[config.mk]
export PLATFORM = sky130hd
export DESIGN_NAME = led_pattern_gen
export DESIGN_NICKNAME = d
export VERILOG_FILES = /design/src/rtl/led_pkg.sv /design/src/rtl/tick_divider.sv /design/src/rtl/led_pattern_gen.sv
export SDC_FILE = /design/constraint.sdc
export NUM_CORES = 1
export LEC_CHECK = 0
export CELL_PAD_IN_SITES_DETAIL_PLACEMENT = 2
export CELL_PAD_IN_SITES_GLOBAL_PLACEMENT = 2
export CORE_ASPECT_RATIO = 0.5
export CORE_MARGIN = 4
export CORE_UTILIZATION = 30
export DETAILED_ROUTE_END_ITERATION = 8
export PLACE_DENSITY_LB_ADDON = 0.1
export SLEW_MARGIN = 15
export SYNTH_ARGS = -nofsm -noshare
export SYNTH_HDL_FRONTEND = slang
export SYNTH_HIERARCHICAL = 1
export SYNTH_SLANG_ARGS = --single-unit
[constraint.sdc]
create_clock -name sys_clk -period 6.8 [get_ports sys_clk]
set_input_delay 1.36 -clock sys_clk [delete_from_list [all_inputs] [get_ports sys_clk]]
set_output_delay 1.36 -clock sys_clk [all_outputs]
set_load 0.05 [all_outputs]
[src/rtl/led_pkg.sv]
// ============================================================================
//  led_pkg : shared mode encodings and bounce-direction type for led_pattern_gen
//  Revision: 1.0
// ============================================================================
`default_nettype none

package led_pkg;

  localparam logic [1:0] MODE_ROR    = 2'b00;
  localparam logic [1:0] MODE_ROL    = 2'b01;
  localparam logic [1:0] MODE_BOUNCE = 2'b10;
  localparam logic [1:0] MODE_HOLD   = 2'b11;

  typedef enum logic {
    DIR_RIGHT = 1'b0,
    DIR_LEFT  = 1'b1
  } dir_e;

endpackage

`default_nettype wire

[src/rtl/tick_divider.sv]
// ============================================================================
//  tick_divider : clock-enable divider producing one registered tick per DIV
//                 enabled cycles; 'step' is the same event one cycle early.
//  Revision: 1.0
// ============================================================================
`default_nettype none

module tick_divider #(
  parameter int DIV = 10_000_000
) (
  input  logic sys_clk,
  input  logic sys_rst_n,
  input  logic enable,
  input  logic clr,
  output logic tick,
  output logic step
);

  localparam int CNT_W = (DIV > 1) ? $clog2(DIV) : 1;
  localparam logic [CNT_W-1:0] CNT_LAST = CNT_W'(DIV - 1);

  logic [CNT_W-1:0] cnt_q, cnt_d;
  logic             tick_q, tick_d;

  // step lets the owner of the pattern update on the same edge that raises tick
  always_comb begin
    step   = enable && !clr && (cnt_q == CNT_LAST);
    cnt_d  = cnt_q;
    tick_d = 1'b0;
    if (clr) begin
      cnt_d = '0;
    end else if (enable) begin
      cnt_d  = step ? '0 : cnt_q + CNT_W'(1);
      tick_d = step;
    end
  end

  always_ff @(posedge sys_clk or negedge sys_rst_n) begin
    if (!sys_rst_n) begin
      cnt_q  <= '0;
      tick_q <= 1'b0;
    end else begin
      cnt_q  <= cnt_d;
      tick_q <= tick_d;
    end
  end

  assign tick = tick_q;

endmodule

`default_nettype wire

[src/rtl/led_pattern_gen.sv]
// ============================================================================
//  led_pattern_gen : parametrised LED rotate/bounce/hold pattern generator.
//  Optional macro LED_LOAD_EN adds load_stb/load_val pattern loading.
//  Revision: 1.0
// ============================================================================
`default_nettype none

module led_pattern_gen
  import led_pkg::*;
#(
  parameter int LED_W = 16,
  parameter int DIV   = 10_000_000
) (
  input  logic             sys_clk,
  input  logic             sys_rst_n,
  input  logic             enable,
  input  logic [1:0]       mode,
  output logic [LED_W-1:0] led,
  output logic             tick
`ifdef LED_LOAD_EN
  ,
  input  logic             load_stb,
  input  logic [LED_W-1:0] load_val
`endif
);

  localparam logic [LED_W-1:0] LED_RESET = {1'b1, {(LED_W-1){1'b0}}};

  logic [LED_W-1:0] led_q, led_d;
  dir_e             dir_q, dir_d;
  logic             step;
  logic             clr;

`ifdef LED_LOAD_EN
  assign clr = load_stb;
`else
  assign clr = 1'b0;
`endif

  tick_divider #(
    .DIV (DIV)
  ) u_div (
    .sys_clk   (sys_clk),
    .sys_rst_n (sys_rst_n),
    .enable    (enable),
    .clr       (clr),
    .tick      (tick),
    .step      (step)
  );

  always_comb begin
    led_d = led_q;
    dir_d = dir_q;
    if (step) begin
      case (mode)
        MODE_ROR: led_d = {led_q[0], led_q[LED_W-1:1]};
        MODE_ROL: led_d = {led_q[LED_W-2:0], led_q[LED_W-1]};
        MODE_BOUNCE: begin
          // turning at an endpoint moves away immediately so ends never dwell twice
          if (dir_q == DIR_RIGHT) begin
            if (led_q[0]) begin
              dir_d = DIR_LEFT;
              led_d = led_q << 1;
            end else begin
              led_d = led_q >> 1;
            end
          end else begin
            if (led_q[LED_W-1]) begin
              dir_d = DIR_RIGHT;
              led_d = led_q >> 1;
            end else begin
              led_d = led_q << 1;
            end
          end
        end
        MODE_HOLD: led_d = led_q;
        default:   led_d = led_q;
      endcase
    end
`ifdef LED_LOAD_EN
    if (load_stb) begin
      led_d = load_val;
    end
`endif
  end

  always_ff @(posedge sys_clk or negedge sys_rst_n) begin
    if (!sys_rst_n) begin
      led_q <= LED_RESET;
      dir_q <= DIR_RIGHT;
    end else begin
      led_q <= led_d;
      dir_q <= dir_d;
    end
  end

  assign led = led_q;

endmodule

`default_nettype wire
# Yosys cells after proc, flatten, opt, wreduce, memory -nomap -nowiden
# Index checks and enable logic that the tools add are counted.
# W data, S select, Z words.
dict set report totals {
  out_inout_bits 17
  word_cells 23
  register_bits 42
  inputBits 5
}
dict set report op_classes {
  eq_ne 4
  n_addsub 1
  muxes 9
  reduce_logical 4
  bitwise_logic 1
}
# operator n
set ops {}
lappend ops {{$mux W16} 3}
lappend ops {{$pmux W16 S3} 1}
lappend ops {{$add A24 B1 Y24 const B} 1}
lappend ops {{$eq A24 B24 Y1 const B} 1}
lappend ops {{$mux W24} 1}
lappend ops {{$eq A2 B2 Y1 const B} 2}
lappend ops {{$mux W1} 4}
lappend ops {{$reduce_and A2 Y1} 2}
lappend ops {{$eq A2 B1 Y1 const B} 1}
lappend ops {{$logic_not A2 Y1} 1}
lappend ops {{$logic_and A1 B1 Y1} 1}
lappend ops {{$not A1 Y1} 1}

# Longest topological paths before layout
dict set report logic_depth {
  ltp_word 3
  ltp_mapped 9
  mapped_depth_nobuf 8
}

# Cells and area by module
# Netlist, hierarchy kept.
# module n_inst cells_each seq_area_each_um2 area_each_um2
set by_module_without_submodules {}
lappend by_module_without_submodules {tick_divider 1 174 625.6 1537.7}
lappend by_module_without_submodules {led_pattern_gen 1 133 426.7 1119.8}

# Least setup slack after synthesis
# Ideal clock, no wire load.
dict set report synth_path {
  path_type {input -> register}
  from {input enable}
  to {register led_q[9] (netlist: led[9])}
  slack_ps 4112
  required_time_ps 6664
  n_path_buf 3
  setup_ps 136
  cell_stages 8
  t_arrival_ps 2552
  path_cell_list {clkbuf_1 nand2_1 nor2_1 nand2b_1 buf_2 buf_2 a221oi_1 a31oi_1}
}
dict set report synth_between {
  elab_chain_len 2
}
# element line_no
set synth_rtl {}
lappend synth_rtl {{start: declaration} led_pattern_gen.sv:16} ;# input logic enable,
lappend synth_rtl {{$logic_and A1 B1 Y1} tick_divider.sv:27} ;# step = enable && !clr && (cnt_q == CNT_LAST);
lappend synth_rtl {{named net step} led_pattern_gen.sv:31} ;# logic step;
lappend synth_rtl {{$reduce_and A2 Y1 (no source line)} -}
lappend synth_rtl {{end signal: assignment} led_pattern_gen.sv:92} ;# led_q <= led_d;
lappend synth_rtl {{end: declaration} led_pattern_gen.sv:29} ;# logic [LED_W-1:0] led_q, led_d;
# The timed path passes the listed nets, and every way through them passes these cells.
# A chain may end at the register's enable or synchronous reset.

# Worst setup path in the final report
dict set report layout_path {
  from {input enable}
  to {register led_q[10] (netlist: led[10])}
}
# Same word-level chain as after synthesis.

==> impl_results.html <==
<table>
<tr><th>Metric</th><th>Value</th></tr>
<tr><th colspan="2">Cells and area</th></tr>
<tr><td>Final instance area</td><td>3120 µm²</td></tr>
<tr><td>Antenna cells</td><td>0</td></tr>
<tr><td>Most common cell after layout, fill and taps aside</td><td>sky130_fd_sc_hd__dfrtp_1</td></tr>
<tr><td>Commonest non-fill, non-tap cells in the layout</td><td>sky130_fd_sc_hd__dfrtp_1, sky130_fd_sc_hd__nand3_1, sky130_fd_sc_hd__nand2_1, sky130_fd_sc_hd__nor2_1, sky130_fd_sc_hd__a21oi_1</td></tr>
<tr><td>Area growth from synthesis to final layout</td><td>17.2%</td></tr>
<tr><td>Fraction of layout cells with a size suffix above 1</td><td>7.76%</td></tr>
<tr><td>Net count reported at finish</td><td>331</td></tr>
<tr><th colspan="2">STA</th></tr>
<tr><td>Max-Slew Margin vs Limit</td><td>between 20% and 30%</td></tr>
<tr><td>Max frequency</td><td>around 0.26 GHz</td></tr>
<tr><td>Count of endpoints failing hold in the final timing report</td><td>0</td></tr>
<tr><td>Post-route fraction of the period consumed by the critical path</td><td>a little under three fifths</td></tr>
<tr><td>TNS Setup</td><td>0 ns</td></tr>
<tr><td>Tightest Pin Transition</td><td>between 1 and 1.5 ns</td></tr>
<tr><td>Unrepaired setup endpoints after global routing</td><td>no</td></tr>
<tr><td>Pins Over Slew Limit</td><td>0</td></tr>
<tr><td>Minimum period implied by the final worst setup slack</td><td>3.83 ns</td></tr>
<tr><td>Final setup fails</td><td>0</td></tr>
<tr><td>Hold slack</td><td>approximately 0.60 ns</td></tr>
<tr><td>Worst clock skew on the final layout</td><td>0.00550 ns</td></tr>
<tr><th colspan="2">Floorplan</th></tr>
<tr><td>Top-Level Pins</td><td>22</td></tr>
<tr><td>Placeable core area</td><td>8320 µm²</td></tr>
<tr><td>Effective utilization at floorplan</td><td>between 30% and 40%</td></tr>
<tr><td>Cell Rows</td><td>23</td></tr>
<tr><td>Die X</td><td>141 µm</td></tr>
<tr><td>Height of the chip</td><td>74.6 µm</td></tr>
<tr><td>Die Area</td><td>10500 µm²</td></tr>
<tr><th colspan="2">Clock network</th></tr>
<tr><td>Number of buffers added for setup after CTS</td><td>0</td></tr>
<tr><td>Number of gates resized after cts</td><td>0</td></tr>
<tr><td>Hold-fix buffer count after cts</td><td>0</td></tr>
<tr><td>Clock tree buffer depth</td><td>2</td></tr>
<tr><td>Total number of H-tree levels</td><td>2</td></tr>
<tr><td>Clock input transition at the sequential cells of the worst setup and hold paths</td><td>0.07 ns</td></tr>
<tr><td>Clk Latency, worst-skew pair</td><td>0.29 ns</td></tr>
<tr><td>Sinks on the clock net</td><td>42</td></tr>
<tr><td>Inserted Clock Buffers</td><td>5</td></tr>
<tr><td>Root buffer cell</td><td>sky130_fd_sc_hd__clkbuf_16</td></tr>
<tr><td>TritonCTS clock tree</td><td>done</td></tr>
<tr><th colspan="2">Synth</th></tr>
<tr><td>Leading register cell type out of synthesis</td><td>sky130_fd_sc_hd__dfrtp_1</td></tr>
<tr><td>Cell count after synthesis</td><td>307</td></tr>
<tr><td>Post-Synthesis Cell Area</td><td>2660 µm²</td></tr>
<tr><td>Portion of synthesized cell area occupied by the leading cell type</td><td>38.6%</td></tr>
<tr><td>Number of distinct library cells after synthesis</td><td>60</td></tr>
<tr><td>Top cells by area in the synthesized netlist</td><td>sky130_fd_sc_hd__dfrtp_1, sky130_fd_sc_hd__nand3_1, sky130_fd_sc_hd__a21oi_1</td></tr>
<tr><td>Share of flip-flops with an asynchronous set or reset</td><td>100%</td></tr>
<tr><td>Mapped Avg Cell Area</td><td>roughly 8.7 µm²</td></tr>
<tr><td>Top cell type by total area after synthesis</td><td>sky130_fd_sc_hd__dfrtp_1</td></tr>
<tr><td>Number of synthesized flops with an enable pin</td><td>0</td></tr>
<tr><td>Synth warnings</td><td>6</td></tr>
<tr><td>Flop and latch count out of synthesis</td><td>42</td></tr>
<tr><td>Share of the yosys chip area belonging to registers</td><td>39.6%</td></tr>
<tr><th colspan="2">Routing</th></tr>
<tr><td>Vias per Instance</td><td>6.01</td></tr>
<tr><td>Total DRC errors in the routed layout</td><td>0</td></tr>
<tr><td>Final Routed Wirelength</td><td>about 9200 µm</td></tr>
<tr><td>WL/cell</td><td>21.3 µm</td></tr>
<tr><td>Post-detailed-route count of antenna-violating nets</td><td>0</td></tr>
<tr><td>Vias after detailed routing</td><td>roughly 2600</td></tr>
<tr><td>Detailed Route Iter0 Violations</td><td>about 140</td></tr>
<tr><td>Count of TritonRoute iterations in the first routing pass</td><td>4</td></tr>
<tr><th colspan="2">Global routing</th></tr>
<tr><td>Vias in the first global route</td><td>~2800</td></tr>
<tr><td>Number of antenna violations at the first check in global routing</td><td>0</td></tr>
<tr><td>Pin count of the biggest net entering global routing</td><td>43</td></tr>
<tr><td>Total gr overflow</td><td>0</td></tr>
<tr><td>First-pass GRT wire length</td><td>15600 µm</td></tr>
<tr><td>Tot GR Track Use</td><td>18.6%</td></tr>
<tr><th colspan="2">Flow run</th></tr>
<tr><td>Number of violations of the max-capacitance limit</td><td>0</td></tr>
<tr><th colspan="2">Critical path</th></tr>
<tr><td>Critical Path End Type</td><td>flip-flop</td></tr>
<tr><td>Type of element launching the critical path</td><td>primary input</td></tr>
<tr><td>Series of cell instances along the critical path</td><td>clkdlybuf4s50_1, nand2_1, nor2_1, nor2b_1, a41oi_1</td></tr>
<tr><td>Type of the setup path with the least slack</td><td>in2reg</td></tr>
<tr><td>Crit path buf inv count</td><td>1</td></tr>
<tr><td>Category of cells accounting for the largest share of critical-path delay</td><td>simple AND/OR/NAND/NOR gates</td></tr>
<tr><td>Worst Path Max Fanout</td><td>18</td></tr>
<tr><td>Data arrival, critical path</td><td>3.92 ns</td></tr>
<tr><td>Crit path max-delay cell type</td><td>sky130_fd_sc_hd__nor2b_1</td></tr>
<tr><td>Largest stage delay on the critical path</td><td>0.96 ns</td></tr>
<tr><td>Setup slack, reg-to-reg</td><td>approximately 3.4 ns</td></tr>
<tr><td>Req. time, crit path</td><td>6.89 ns</td></tr>
<tr><th colspan="2">Placed design</th></tr>
<tr><td>Quantity of I/O buffers inserted on ports</td><td>21</td></tr>
<tr><td>Final weighted congestion of routability-driven global placement</td><td>between 0.7 and 0.8</td></tr>
<tr><td>Placed Area</td><td>2910 µm²</td></tr>
<tr><td>DP Wirelength</td><td>5930 µm</td></tr>
<tr><th colspan="2">Power</th></tr>
<tr><td>Power consumption</td><td>~0.66 mW</td></tr>
<tr><td>Maximum resistive drop on vdd</td><td>just over 0.09 mV</td></tr>
<tr><td>Power per standard cell area</td><td>213 nW/µm²</td></tr>
<tr><td>Leak pwr</td><td>1.20 nW</td></tr>
<tr><th colspan="2">Worst hold path</th></tr>
<tr><td>Path category of the worst min-delay check</td><td>reg2reg</td></tr>
<tr><th colspan="2">Status</th></tr>
<tr><td>Status</td><td>finished clean</td></tr>
</table>
layout make-up:
type,instances,area (µm²)
fillers,919,5200
repair buffers,21,208
well taps,112,140
inverters,6,22.5
clock inverters,2,60.1
flip-flops and latches,42,1050
clock buffers,6,139
multi-input cells,245,1490
logic make-up after synthesis:
kind of cell,count (synthesis),synth area share (%)
AND/OR/NAND/NOR,150,30.7
AO/OA/AOI/OAI,80,21.0
flip-flops,42,39.6
buffers and inverters,25,4.90
adder cells (fa/ha/maj),5,2.35
XOR/XNOR,3,0.989
other,1,0.141
multiplexers,1,0.377
metal layers:
| layer | vias up | routed length [µm] | track usage, % |
|---|---|---|---|
| li1 | 1186 | - | - |
| met1 | 1383 | 4550 | 24.7 |
| met2 | 33 | 4410 | 32.7 |
| met3 | 6 | 206 | 3.47 |
| met4 | 0 | 70 | 3.33 |
| met5 | - | 0 | 0 |
worst paths after layout:
path / startpoint / endpoint / cells after the start
hold / removal: u_div/cnt_q[5] / u_div/cnt_q[5] / 1
min in group asynchronous: sys_rst_n / u_div/cnt_q[12] / 1
setup reg to reg: u_div/cnt_q[5] / led[10] / 6
max in group asynchronous: sys_rst_n / u_div/cnt_q[5] / 1
setup / recovery: enable / led[10] / 5
hold reg to reg: u_div/cnt_q[5] / u_div/cnt_q[5] / 1
Yosys cell counts (3+ instances only):
cell                        number
sky130_fd_sc_hd__a221oi_1       10
sky130_fd_sc_hd__nand3_1        33
sky130_fd_sc_hd__ha_1            5
sky130_fd_sc_hd__o2bb2ai_1       5
sky130_fd_sc_hd__nand4_1        10
sky130_fd_sc_hd__and2_1          3
sky130_fd_sc_hd__nor2b_1         3
sky130_fd_sc_hd__inv_1           6
sky130_fd_sc_hd__nor4bb_1        3
sky130_fd_sc_hd__buf_2           5
sky130_fd_sc_hd__xor2_1          3
sky130_fd_sc_hd__nor3_1         14
sky130_fd_sc_hd__a21oi_1        21
sky130_fd_sc_hd__nand2_1        26
sky130_fd_sc_hd__dfrtp_1        41
sky130_fd_sc_hd__and3_1          7
sky130_fd_sc_hd__buf_4           4
sky130_fd_sc_hd__clkbuf_1        8
sky130_fd_sc_hd__a31oi_1        14
sky130_fd_sc_hd__o21ai_0        10
sky130_fd_sc_hd__nor2_1         26
sky130_fd_sc_hd__a32o_1          3
flip-flops by register name, indices dropped and copies added, names as in the netlist:
signal	flops
dir_q	1
led	16
u_div/cnt_q	24
u_div/tick	1
where the power goes:
group / switching, mW / internal [mW]
clock: 0.110 / 0.221
combinational: 0.0498 / 0.0180
sequential: 0.00874 / 0.255
total: 0.168 / 0.494
stage by stage:
step                worst slack (ns)  cells  utilization, %
CTS                             2.98    434            37.4
finish                          2.97    434            37.5
detailed placement              2.69    426            35.0
global route                    2.79    434            37.5
global placement                2.81    426            35.0
floorplan                       4.11    312               -
(Power assumes the default switching activity.)
